File: config.mk
export PLATFORM = sky130hd
export DESIGN_NAME = bp_lce_resp_arb_flat
export DESIGN_NICKNAME = d
export VERILOG_FILES = /design/src/rtl/bp_lce_resp_arb_pkg.sv /design/src/rtl/bp_lce_resp_arb_if.sv /design/src/rtl/bp_lce_resp_arb_fifo.sv /design/src/rtl/bp_lce_resp_arb.sv /design/src/flat_wrapper.sv
export SDC_FILE = /design/constraint.sdc
export NUM_CORES = 1
export LEC_CHECK = 0
export ABC_AREA = 1
export ABC_CLOCK_PERIOD_IN_PS = 10200
export BUFFER_PORTS_ARGS = -buffer_cell sky130_fd_sc_hd__buf_2
export CORE_AREA = 2 2 145 161
export DETAILED_ROUTE_END_ITERATION = 16
export DIE_AREA = 0 0 147 163
export HOLD_SLACK_MARGIN = 0.1
export PLACE_DENSITY = 0.89
export RECOVER_POWER = 50
export SLEW_MARGIN = 0
export SYNTH_ARGS = -nofsm -noshare
export SYNTH_HDL_FRONTEND = slang
export SYNTH_SLANG_ARGS = --single-unit
File: constraint.sdc
create_clock -name clk_i -period 10.2 [get_ports clk_i]
set_clock_uncertainty 0.05 [all_clocks]
set_input_delay 1.02 -clock clk_i [delete_from_list [all_inputs] [get_ports clk_i]]
set_output_delay 1.02 -clock clk_i [all_outputs]
set_load 0.01 [all_outputs]
File: src/rtl/bp_lce_resp_arb_pkg.sv
// Shared types and helpers for the LCE response arbiter.
package bp_lce_resp_arb_pkg;

  typedef enum logic {
    e_arb_fixed = 1'b0,
    e_arb_rr    = 1'b1
  } bp_lce_resp_arb_mode_e;

  // Width helper that never returns 0, so single-value fields still get one bit.
  function automatic int safe_clog2(input int n);
    return (n <= 1) ? 1 : $clog2(n);
  endfunction

endpackage

File: src/rtl/bp_lce_resp_arb_if.sv
// N-source response bundle: packed source payloads in, one registered response out.
interface bp_lce_resp_arb_if import bp_lce_resp_arb_pkg::*; #(
  parameter int num_src_p = 2,
  parameter int width_p   = 64
) ();
  localparam int id_w_lp = safe_clog2(num_src_p);

  logic [num_src_p*width_p-1:0] src_data_i;
  logic [num_src_p-1:0]         src_v_i;
  logic [num_src_p-1:0]         src_ready_o;
  logic [width_p-1:0]           resp_o;
  logic                         resp_v_o;
  logic                         resp_ready_i;
  logic [id_w_lp-1:0]           grant_id_o;

  modport master (
    output src_data_i, src_v_i, resp_ready_i,
    input  src_ready_o, resp_o, resp_v_o, grant_id_o
  );

  modport slave (
    input  src_data_i, src_v_i, resp_ready_i,
    output src_ready_o, resp_o, resp_v_o, grant_id_o
  );
endinterface

File: src/rtl/bp_lce_resp_arb_fifo.sv
// Per-source skid FIFO, 1R1W; data visible the cycle after enqueue.
// ready_o is registered from the next count, so a full FIFO stays not-ready even while draining.
module bp_lce_resp_arb_fifo import bp_lce_resp_arb_pkg::*; #(
  parameter int width_p = 64,
  parameter int els_p   = 2
) (
  input  logic               clk_i,
  input  logic               reset_i,
  input  logic [width_p-1:0] data_i,
  input  logic               v_i,
  output logic               ready_o,
  output logic               v_o,
  output logic [width_p-1:0] data_o,
  input  logic               yumi_i
);
  localparam int ptr_w_lp = safe_clog2(els_p);
  localparam int cnt_w_lp = safe_clog2(els_p + 1);
  localparam logic [cnt_w_lp-1:0] els_lp      = cnt_w_lp'(els_p);
  localparam logic [ptr_w_lp-1:0] last_ptr_lp = ptr_w_lp'(els_p - 1);

  logic [width_p-1:0]  r_mem [els_p];
  logic [ptr_w_lp-1:0] r_rptr, r_wptr;
  logic [cnt_w_lp-1:0] r_cnt, w_cnt_nxt;
  logic                r_ready;
  logic                w_enq, w_deq;

  function automatic logic [ptr_w_lp-1:0] bump(input logic [ptr_w_lp-1:0] p);
    return (p == last_ptr_lp) ? '0 : p + 1'b1;
  endfunction

  assign w_enq = v_i & r_ready;
  assign w_deq = yumi_i & v_o;

  always_comb begin
    w_cnt_nxt = r_cnt;
    if (w_enq & ~w_deq)      w_cnt_nxt = r_cnt + 1'b1;
    else if (~w_enq & w_deq) w_cnt_nxt = r_cnt - 1'b1;
  end

  always_ff @(posedge clk_i) begin
    if (!reset_i) begin
      r_rptr  <= '0;
      r_wptr  <= '0;
      r_cnt   <= '0;
      r_ready <= 1'b0;
    end else begin
      r_cnt   <= w_cnt_nxt;
      r_ready <= (w_cnt_nxt != els_lp);
      if (w_enq) r_wptr <= bump(r_wptr);
      if (w_deq) r_rptr <= bump(r_rptr);
    end
  end

  always_ff @(posedge clk_i) begin
    if (w_enq) r_mem[r_wptr] <= data_i;
  end

  assign ready_o = r_ready;
  assign v_o     = (r_cnt != '0);
  assign data_o  = r_mem[r_rptr];
endmodule

File: src/rtl/bp_lce_resp_arb.sv
// Buffered N-source LCE response arbiter (fixed+starvation guard or round-robin), registered output.
// Enqueue-to-output is 2 cycles; a stalled output holds its beat and stops all dequeues.
module bp_lce_resp_arb import bp_lce_resp_arb_pkg::*; #(
  parameter int                    num_src_p    = 2,
  parameter int                    width_p      = 64,
  parameter int                    els_p        = 2,
  parameter bp_lce_resp_arb_mode_e rr_mode_p    = e_arb_fixed,
  parameter int                    starve_lim_p = 8
) (
  input  logic               clk_i,
  input  logic               reset_i,
  bp_lce_resp_arb_if.slave   io
);
  localparam int id_w_lp   = safe_clog2(num_src_p);
  localparam int wait_w_lp = safe_clog2(starve_lim_p + 1);
  localparam logic [wait_w_lp-1:0] lim_lp      = wait_w_lp'(starve_lim_p);
  localparam logic [id_w_lp-1:0]   last_rst_lp = id_w_lp'(num_src_p - 1);

  logic [num_src_p-1:0] w_cand, w_ready;
  logic [width_p-1:0]   w_fifo_data [num_src_p];
  logic                 w_load, w_gnt_v, w_gnt;
  logic [id_w_lp-1:0]   w_gnt_id;

  logic [wait_w_lp-1:0] r_wait [num_src_p];
  logic [id_w_lp-1:0]   r_last, r_gid;
  logic                 r_resp_v;
  logic [width_p-1:0]   r_resp;

  for (genvar k = 0; k < num_src_p; k++) begin : g_src
    bp_lce_resp_arb_fifo #(.width_p(width_p), .els_p(els_p)) u_fifo (
      .clk_i   (clk_i),
      .reset_i (reset_i),
      .data_i  (io.src_data_i[k*width_p +: width_p]),
      .v_i     (io.src_v_i[k]),
      .ready_o (w_ready[k]),
      .v_o     (w_cand[k]),
      .data_o  (w_fifo_data[k]),
      .yumi_i  (w_gnt & (w_gnt_id == id_w_lp'(k)))
    );
  end

  assign w_load = ~r_resp_v | io.resp_ready_i;
  assign w_gnt  = w_gnt_v & w_load;

  // Descending loops: the last hit written is the highest-priority one.
  always_comb begin
    w_gnt_v  = 1'b0;
    w_gnt_id = '0;
    if (rr_mode_p == e_arb_rr) begin
      for (int i = num_src_p; i >= 1; i--) begin
        if (w_cand[id_w_lp'((int'(r_last) + i) % num_src_p)]) begin
          w_gnt_v  = 1'b1;
          w_gnt_id = id_w_lp'((int'(r_last) + i) % num_src_p);
        end
      end
    end else begin
      for (int k = num_src_p - 1; k >= 0; k--) begin
        if (w_cand[k]) begin
          w_gnt_v  = 1'b1;
          w_gnt_id = id_w_lp'(k);
        end
      end
      if (starve_lim_p != 0) begin
        for (int k = num_src_p - 1; k >= 0; k--) begin
          if (w_cand[k] && r_wait[k] == lim_lp) w_gnt_id = id_w_lp'(k);
        end
      end
    end
  end

  always_ff @(posedge clk_i) begin
    if (!reset_i) begin
      for (int k = 0; k < num_src_p; k++) r_wait[k] <= '0;
    end else begin
      for (int k = 0; k < num_src_p; k++) begin
        if (w_gnt && w_gnt_id == id_w_lp'(k))        r_wait[k] <= '0;
        else if (w_cand[k] && r_wait[k] != lim_lp)  r_wait[k] <= r_wait[k] + 1'b1;
      end
    end
  end

  always_ff @(posedge clk_i) begin
    if (!reset_i) begin
      r_resp_v <= 1'b0;
      r_resp   <= '0;
      r_gid    <= '0;
      r_last   <= last_rst_lp;
    end else if (w_load) begin
      r_resp_v <= w_gnt_v;
      if (w_gnt_v) begin
        r_resp <= w_fifo_data[w_gnt_id];
        r_gid  <= w_gnt_id;
        r_last <= w_gnt_id;
      end
    end
  end

  assign io.src_ready_o = w_ready;
  assign io.resp_o      = r_resp;
  assign io.resp_v_o    = r_resp_v;
  assign io.grant_id_o  = r_gid;
endmodule

File: src/flat_wrapper.sv
// flat-port wrapper written by rule: the top's interface ports become plain ports
module bp_lce_resp_arb_flat import bp_lce_resp_arb_pkg::*;
#(
  parameter int                    num_src_p    = 2,
  parameter int                    width_p      = 64,
  parameter int                    els_p        = 2,
  parameter bp_lce_resp_arb_mode_e rr_mode_p    = e_arb_fixed,
  parameter int                    starve_lim_p = 8
)
  (clk_i, reset_i, io_src_data_i, io_src_v_i, io_resp_ready_i, io_src_ready_o, io_resp_o, io_resp_v_o, io_grant_id_o);
  bp_lce_resp_arb_if #(.num_src_p(num_src_p), .width_p(width_p)) io_i ();
  input  logic clk_i;
  input  logic reset_i;
  input wire logic [$bits(io_i.src_data_i)-1:0] io_src_data_i;
  input wire logic [$bits(io_i.src_v_i)-1:0] io_src_v_i;
  input wire logic [$bits(io_i.resp_ready_i)-1:0] io_resp_ready_i;
  output wire logic [$bits(io_i.src_ready_o)-1:0] io_src_ready_o;
  output wire logic [$bits(io_i.resp_o)-1:0] io_resp_o;
  output wire logic [$bits(io_i.resp_v_o)-1:0] io_resp_v_o;
  output wire logic [$bits(io_i.grant_id_o)-1:0] io_grant_id_o;
  assign io_i.src_data_i = io_src_data_i;
  assign io_i.src_v_i = io_src_v_i;
  assign io_i.resp_ready_i = io_resp_ready_i;
  assign io_src_ready_o = io_i.src_ready_o;
  assign io_resp_o = io_i.resp_o;
  assign io_resp_v_o = io_i.resp_v_o;
  assign io_grant_id_o = io_i.grant_id_o;
  bp_lce_resp_arb #(.num_src_p(num_src_p), .width_p(width_p), .els_p(els_p), .rr_mode_p(rr_mode_p), .starve_lim_p(starve_lim_p)) u_core (.clk_i(clk_i), .reset_i(reset_i), .io(io_i));
endmodule
* Yosys cells after proc, flatten, opt, wreduce, memory -nomap -nowiden
Memory sizes are Yosys's and may differ from the RTL's. A register that Yosys moved wholly into a read port is not among the register bits.
Cells that the tools add are included.
** Word-level totals
- Register bits after elaboration :: 76
- ROM bits :: 0
- Bits in latches :: 0
- Output and inout port bits :: 68
- Memories kept :: 3
- Logic and storage cells :: 106
- Bits of input ports :: 133
- Memory bits (writable) :: 264
** Memories
- u_core.g_src[0].u_fifo.r_mem :: words 2, bits a word 64, rd ports 1, clocked after memory_dff 1, wr ports 1, RTL line bp_lce_resp_arb_fifo.sv:21 : logic [width_p-1:0] r_mem [els_p];
- u_core.g_src[1].u_fifo.r_mem :: words 2, bits a word 64, rd ports 1, clocked after memory_dff 1, wr ports 1, RTL line bp_lce_resp_arb_fifo.sv:21
- u_core.r_wait :: words 2, bits a word 4, rd ports 2, clocked after memory_dff 0, wr ports 2, RTL line bp_lce_resp_arb.sv:24 : logic [wait_w_lp-1:0] r_wait [num_src_p];
** Cells by class
- Divide/modulo/power cells :: 0
- Bitwise operators :: 23
- Add/sub/neg operators :: 10
- Multipliers :: 0
- Equal/unequal tests :: 6
- Reduce and logical (&&, ||, !) cells :: 9
- Mux-type cells :: 43
- $lt $le $gt $ge :: 1
- Shifts and indexed selects :: 0
** Operators with widths (count)
- 64-bit two-way mux :: 3
- 1-bit two-way mux :: 32
- 4-bit two-way mux :: 4
- 1-bit bitwise AND :: 11
- 4-bit by 1-bit adder with 4-bit output, second input constant :: 2
- 4-bit equality test, second input constant :: 2
- 2-bit two-way mux :: 4
- 4-bit != test, second input constant :: 2
- 1-bit logical AND :: 6
- 1-bit inverter :: 6
- 1-bit bitwise OR :: 5
- 1-bit adder, second input constant :: 4
- 2-bit by 1-bit adder with 2-bit output, second input constant :: 2
- 2-bit != test, second input constant :: 2
- 2-bit nonzero test :: 2
- 2-bit by 1-bit subtractor with 2-bit output, second input constant :: 2
- 2-bit >= comparator, second input constant :: 1
- 1-bit inverter with 2-bit output :: 1
- 2-bit AND reduction :: 1

* Depth between registers and ports, before layout
- Depth in word-level cells :: 12
- Gate-level depth with buffers :: 14
- Depth with buffers taken out :: 13

* Cells and area by module
From an unflattened synthesis, not the netlist that was laid out.
** Unflattened totals
- Cells, all modules :: 1033
- Area, all modules :: 14229.9 sq um
** By module, submodules not included
- bp_lce_resp_arb_fifo :: seq. area each 3963.8 sq um, cells each 236, area an instance 5180.0 sq um, instances 2
- bp_lce_resp_arb :: seq. area each 1561.5 sq um, cells each 561, area an instance 3870.0 sq um, instances 1

* Least setup slack after synthesis
No wires, ideal clock.
- Path type :: input to register
- Start point :: in io_src_v_i[0]
- End point :: mem u_core.g_src[0].u_fifo.r_mem[1][0], enable pin
- Setup time :: 0.488 ns
- Required time :: 9.662 ns
- Setup slack :: 5.842 ns
- Buffers on the path :: 0
- Arrival :: 3.820 ns
- Cell stages on the path :: 2
- Cells stage by stage :: nand2_1 > nor2_1
** On the way
- Cells in the longest elaborated chain, start to end :: 3
** RTL lines
- start: declaration :: RTL line flat_wrapper.sv:15 : input wire logic [$bits(io_i.src_v_i)-1:0] io_src_v_i;
- 1-bit bitwise AND :: RTL line bp_lce_resp_arb_fifo.sv:31 : assign w_enq = v_i & r_ready;
- 1-bit two-way mux :: RTL line bp_lce_resp_arb_fifo.sv:55 : if (w_enq) r_mem[r_wptr] <= data_i;
- 1-bit two-way mux (not written as such) :: RTL line bp_lce_resp_arb_fifo.sv:55
- end: declaration :: RTL line bp_lce_resp_arb_fifo.sv:21
Every way passes these cells.

* Final worst setup path
- Start point :: in io_src_v_i[1]
- End point :: mem u_core.g_src[1].u_fifo.r_mem[1][45], enable pin
** On the way
- Cells in the longest elaborated chain, start to end :: 3
** RTL lines (RTL line)
- 1-bit bitwise AND :: bp_lce_resp_arb_fifo.sv:31
- 1-bit two-way mux :: bp_lce_resp_arb_fifo.sv:55
- 1-bit two-way mux (not written as such) :: bp_lce_resp_arb_fifo.sv:55
- end: declaration :: bp_lce_resp_arb_fifo.sv:21
Every way passes these cells.

==> impl_metrics.toml <==
[status]
status = "finished, violations left"
violations = "max-capacitance violations, max-slew violations"

[global_routing]
groute.usage.overall_pct = 23.6
grt_first_pass_wirelength_um = 43700
grt_remaining_overflow = 0
grt_max_degree = 74
grt_pass1_vias = 8827
antenna_found_initial = 4

[final_layout]
fillers = 1607
post-route-util_pct = 68.5
fin_nets = 1358
postLayoutCellArea_sq_mm = 0.0154
drive_gt1_share_pct = 18.1
area_delta_synth_final_pct = 16.3

[critical_path]
endpoint = "u_core.g_src[1].u_fifo.r_mem[1][45]"
cp_max_fo = 65
crit_type = "in2reg"
timing.critical_path.slowest_stage_cell = "clkbuf_1"
cp_data_required_time_ps = 10150
rr_endpoint = "u_core.g_src[1].u_fifo.r_mem[1][45]"
rrSetupSlack_ps = 5930
start_kind = "input pin"
critPathMaxStageDelay_ps = 2990
cp-end-kind = "flop"
crit_chain = "buf_2 > nand2_1 > nor2_4 > clkbuf_1"
crit_start = "io_src_v_i[1]"
rr_startpoint = "u_core.g_src[1].u_fifo.ready_o"
rr_worst_depth = 3
arrival_ps = 4470

[die]
die_height_um = 163
start_util_pct = 58.9
io_pins = 201
die_x_um = 147
die-area_sq_mm = 0.0240
coreArea_sq_mm = 0.0225
num_rows = 58

[routing]
top_layer = "met4"
drt-initial-drc-count = 556
post_drt_wl_per_cell_um = 18.4
drc_errors = 0
drt-met1-wl_um = 10800
drt-pass1-iter-count = 5
dr_wl_met2_um = 14700
avgViaCountPerCell = 5.43
ant_nets = 0
drt_wl_total_um = 28400
wl_met3_um = 1910
vias = 8414

[synthesis]
ys_warn_count = 0
ys_seq_area_share_pct = 71.6
syn-num-nets = 1161
ys_types = 29
avgSynthCellArea_sq_um = 13.0
synth_seq_cells = 342
mappedNetlistArea_sq_mm = 0.0133
synth_cells = 1022

[cts]
numCtsBuffers = 35
cts.clk_slew.worst_paths_ps = 60
post_cts_buffers = 0
clock-sinks = 342
h-tree-depth = 2
cts_tree = "built"
ctsHoldBuffers = 0
insertion_delay_ps = 500
root_buffer = "clkbuf_16"
clockBufferDepth = 3
cts_resized = 0

[place]
place_congestion = 0.763
placement.io_buffers = 200
place_hpwl_um = 16200
dpl-instance-area_sq_mm = 0.0145

[pwr]
ir_drop_uv = 270
power_leakage_nw = 6.10
switching_share_pct = 34.3
power_per_cell_area_mw_per_mm2 = 300
power_frac_clock_pct = 26.7
p_comb_share_pct = 28.9
p_int_mw = 3.04
switching_power_mw = 1.59
seqPwrFrac_pct = 44.4

[hold_path]
worstHoldPathType = "reg2reg"

[timing]
finalHoldViolCount = 0
rsz0062_at_grt = "no"
finalCriticalPeriod_ps = 4520
worst_pin_slew_ps = 4310
fin_setup_tns_ps = 0
fin_crit_sh_pct = 44.3
relSlewSlack_pct = -187
setup_viol = 0
finalMaxSlewViolations = 140
fmax_mhz = 221

[job]
max_cap_violations = 2
==> critical path, delay by kind of cell <==
| kind | cells | cell delay (ps) |
|---|---|---|
| and+or+nand+nor | 2 | 280 |
| buffers and inverters | 2 | 3070 |
==> sequential cells by signal, summed over array words and instances, names as in the netlist, named ones only <==
name,count
u_core.io.grant_id_o,1
u_core.io.resp_o,64
u_core.g_src.u_fifo.r_wptr,2
u_core.r_wait,8
u_core.io.resp_v_o,1
u_core.g_src.u_fifo.ready_o,2
u_core.g_src.u_fifo.r_mem,256
u_core.g_src.u_fifo.r_cnt,4
u_core.g_src.u_fifo.r_rptr,2
==> cells in the mapped netlist <==
cell type	count	area (sq um)
xnor2_1	2	17.5
buf_1	1	3.75
buf_2	23	115
buf_6	7	78.8
xor2_1	3	26.3
mux2i_1	28	280
o211ai_1	2	15.0
o21ai_1	9	45.0
mux2_2	64	721
clkbuf_1	15	56.3
nand3_1	12	60.1
clkinv_1	1	3.75
nor2_1	20	75.1
nand4_1	1	6.26
nand2_1	289	1080
buf_4	2	15.0
ha_1	6	75.1
nand2_2	3	18.8
o211ai_2	26	325
nand3_2	2	20.0
inv_2	3	11.3
a21oi_1	42	210
a21oi_4	1	16.3
o21ai_0	28	140
dfxtp_1	78	1560
inv_1	87	327
nor3_1	2	10.0
edfxtp_1	264	7930
nor2_2	1	6.26
==> layer usage <==
layer  track usage (%)  vias up
met1              27.3     4070
met5                 0        -
met2              42.9      355
met3              4.31       84
met4              10.6        0
li1                  -     3905
==> power by group through the flow <==
stage / Combinational [mW] / Clock, mW / Sequential (mW)
2_1_floorplan: 1.00 / 0 / 2.02
3_3_place_gp: 1.30 / 0 / 2.06
3_5_place_dp: 1.37 / 0 / 2.07
4_1_cts: 1.38 / 1.25 / 2.05
5_1_grt: 1.48 / 1.31 / 2.08
6_report: 1.34 / 1.23 / 2.05
==> worst min path at each step <==
stage / startpoint / cells after the start / end
floorplan: u_core.g_src[1].u_fifo.r_rptr / 1 / flop
global placement: u_core.g_src[1].u_fifo.r_rptr / 1 / flop
detailed placement: u_core.g_src[1].u_fifo.r_rptr / 1 / flop
CTS: u_core.g_src[1].u_fifo.r_rptr / 1 / flop
global route: u_core.g_src[1].u_fifo.r_rptr / 1 / u_core.g_src[1].u_fifo.r_rptr
finish: u_core.g_src[1].u_fifo.r_rptr / 1 / flop
==> final cells by class <==
| type | count | area [sq um] | area share (%) |
|---|---|---|---|
| clock inverter | 15 | 111 | 0.722 |
| tap | 300 | 375 | 2.43 |
| clock buffer | 47 | 1010 | 6.58 |
| sequential | 342 | 9500 | 61.6 |
| antenna | 5 | 12.5 | 0.0812 |
| inverter | 91 | 342 | 2.22 |
| multi-input combinational | 541 | 3180 | 20.6 |
| timing repair buffer | 208 | 881 | 5.71 |
==> cell usage in the layout, fill, tap and decap left out <==
cell        instances
a21oi_1            42
a21oi_4             1
buf_2              62
buf_4               6
bufinv_16           1
clkbuf_1          146
clkbuf_16          38
clkbuf_8            3
clkinv_1            5
clkinv_2            6
clkinv_4            2
clkinvlp_4          1
dfxtp_1            76
dfxtp_4             2
diode_2             5
edfxtp_1          264
ha_1                6
inv_1              87
inv_2               3
inv_8               1
mux2_2             64
mux2i_1            28
nand2_1           289
nand2_2             2
nand2_4             1
nand3_1            13
nand3_2             1
nand4_1             1
nor2_1             16
nor2_2              1
nor2_4              4
nor3_1              2
o211ai_1            2
o211ai_2           26
o21ai_0            28
o21ai_1             9
xnor2_1             2
xor2_1              3
==> logic make-up after synthesis <==
kind of cell,Yosys count,synth area share (%)
mux,92,7.55
fa+ha+maj,6,0.566
flops,342,71.6
buf+inv,139,4.61
simple gates,330,9.67
xor+xnor,5,0.330
compound gates,108,5.67
==> per-stage QoR <==
step | cells | power (mW) | hold WS, ps | setup slack, ps
floorplan | 1022 | 3.02 | 375 | 5840
detailed placement | 1482 | 3.44 | 397 | 7080
CTS | 1544 | 4.68 | 409 | 7280
global route | 1547 | 4.87 | 435 | 5340
global placement | 1482 | 3.36 | 375 | 7190
finish | 1549 | 4.63 | 406 | 5680
Power figures use the tool's default switching activity.
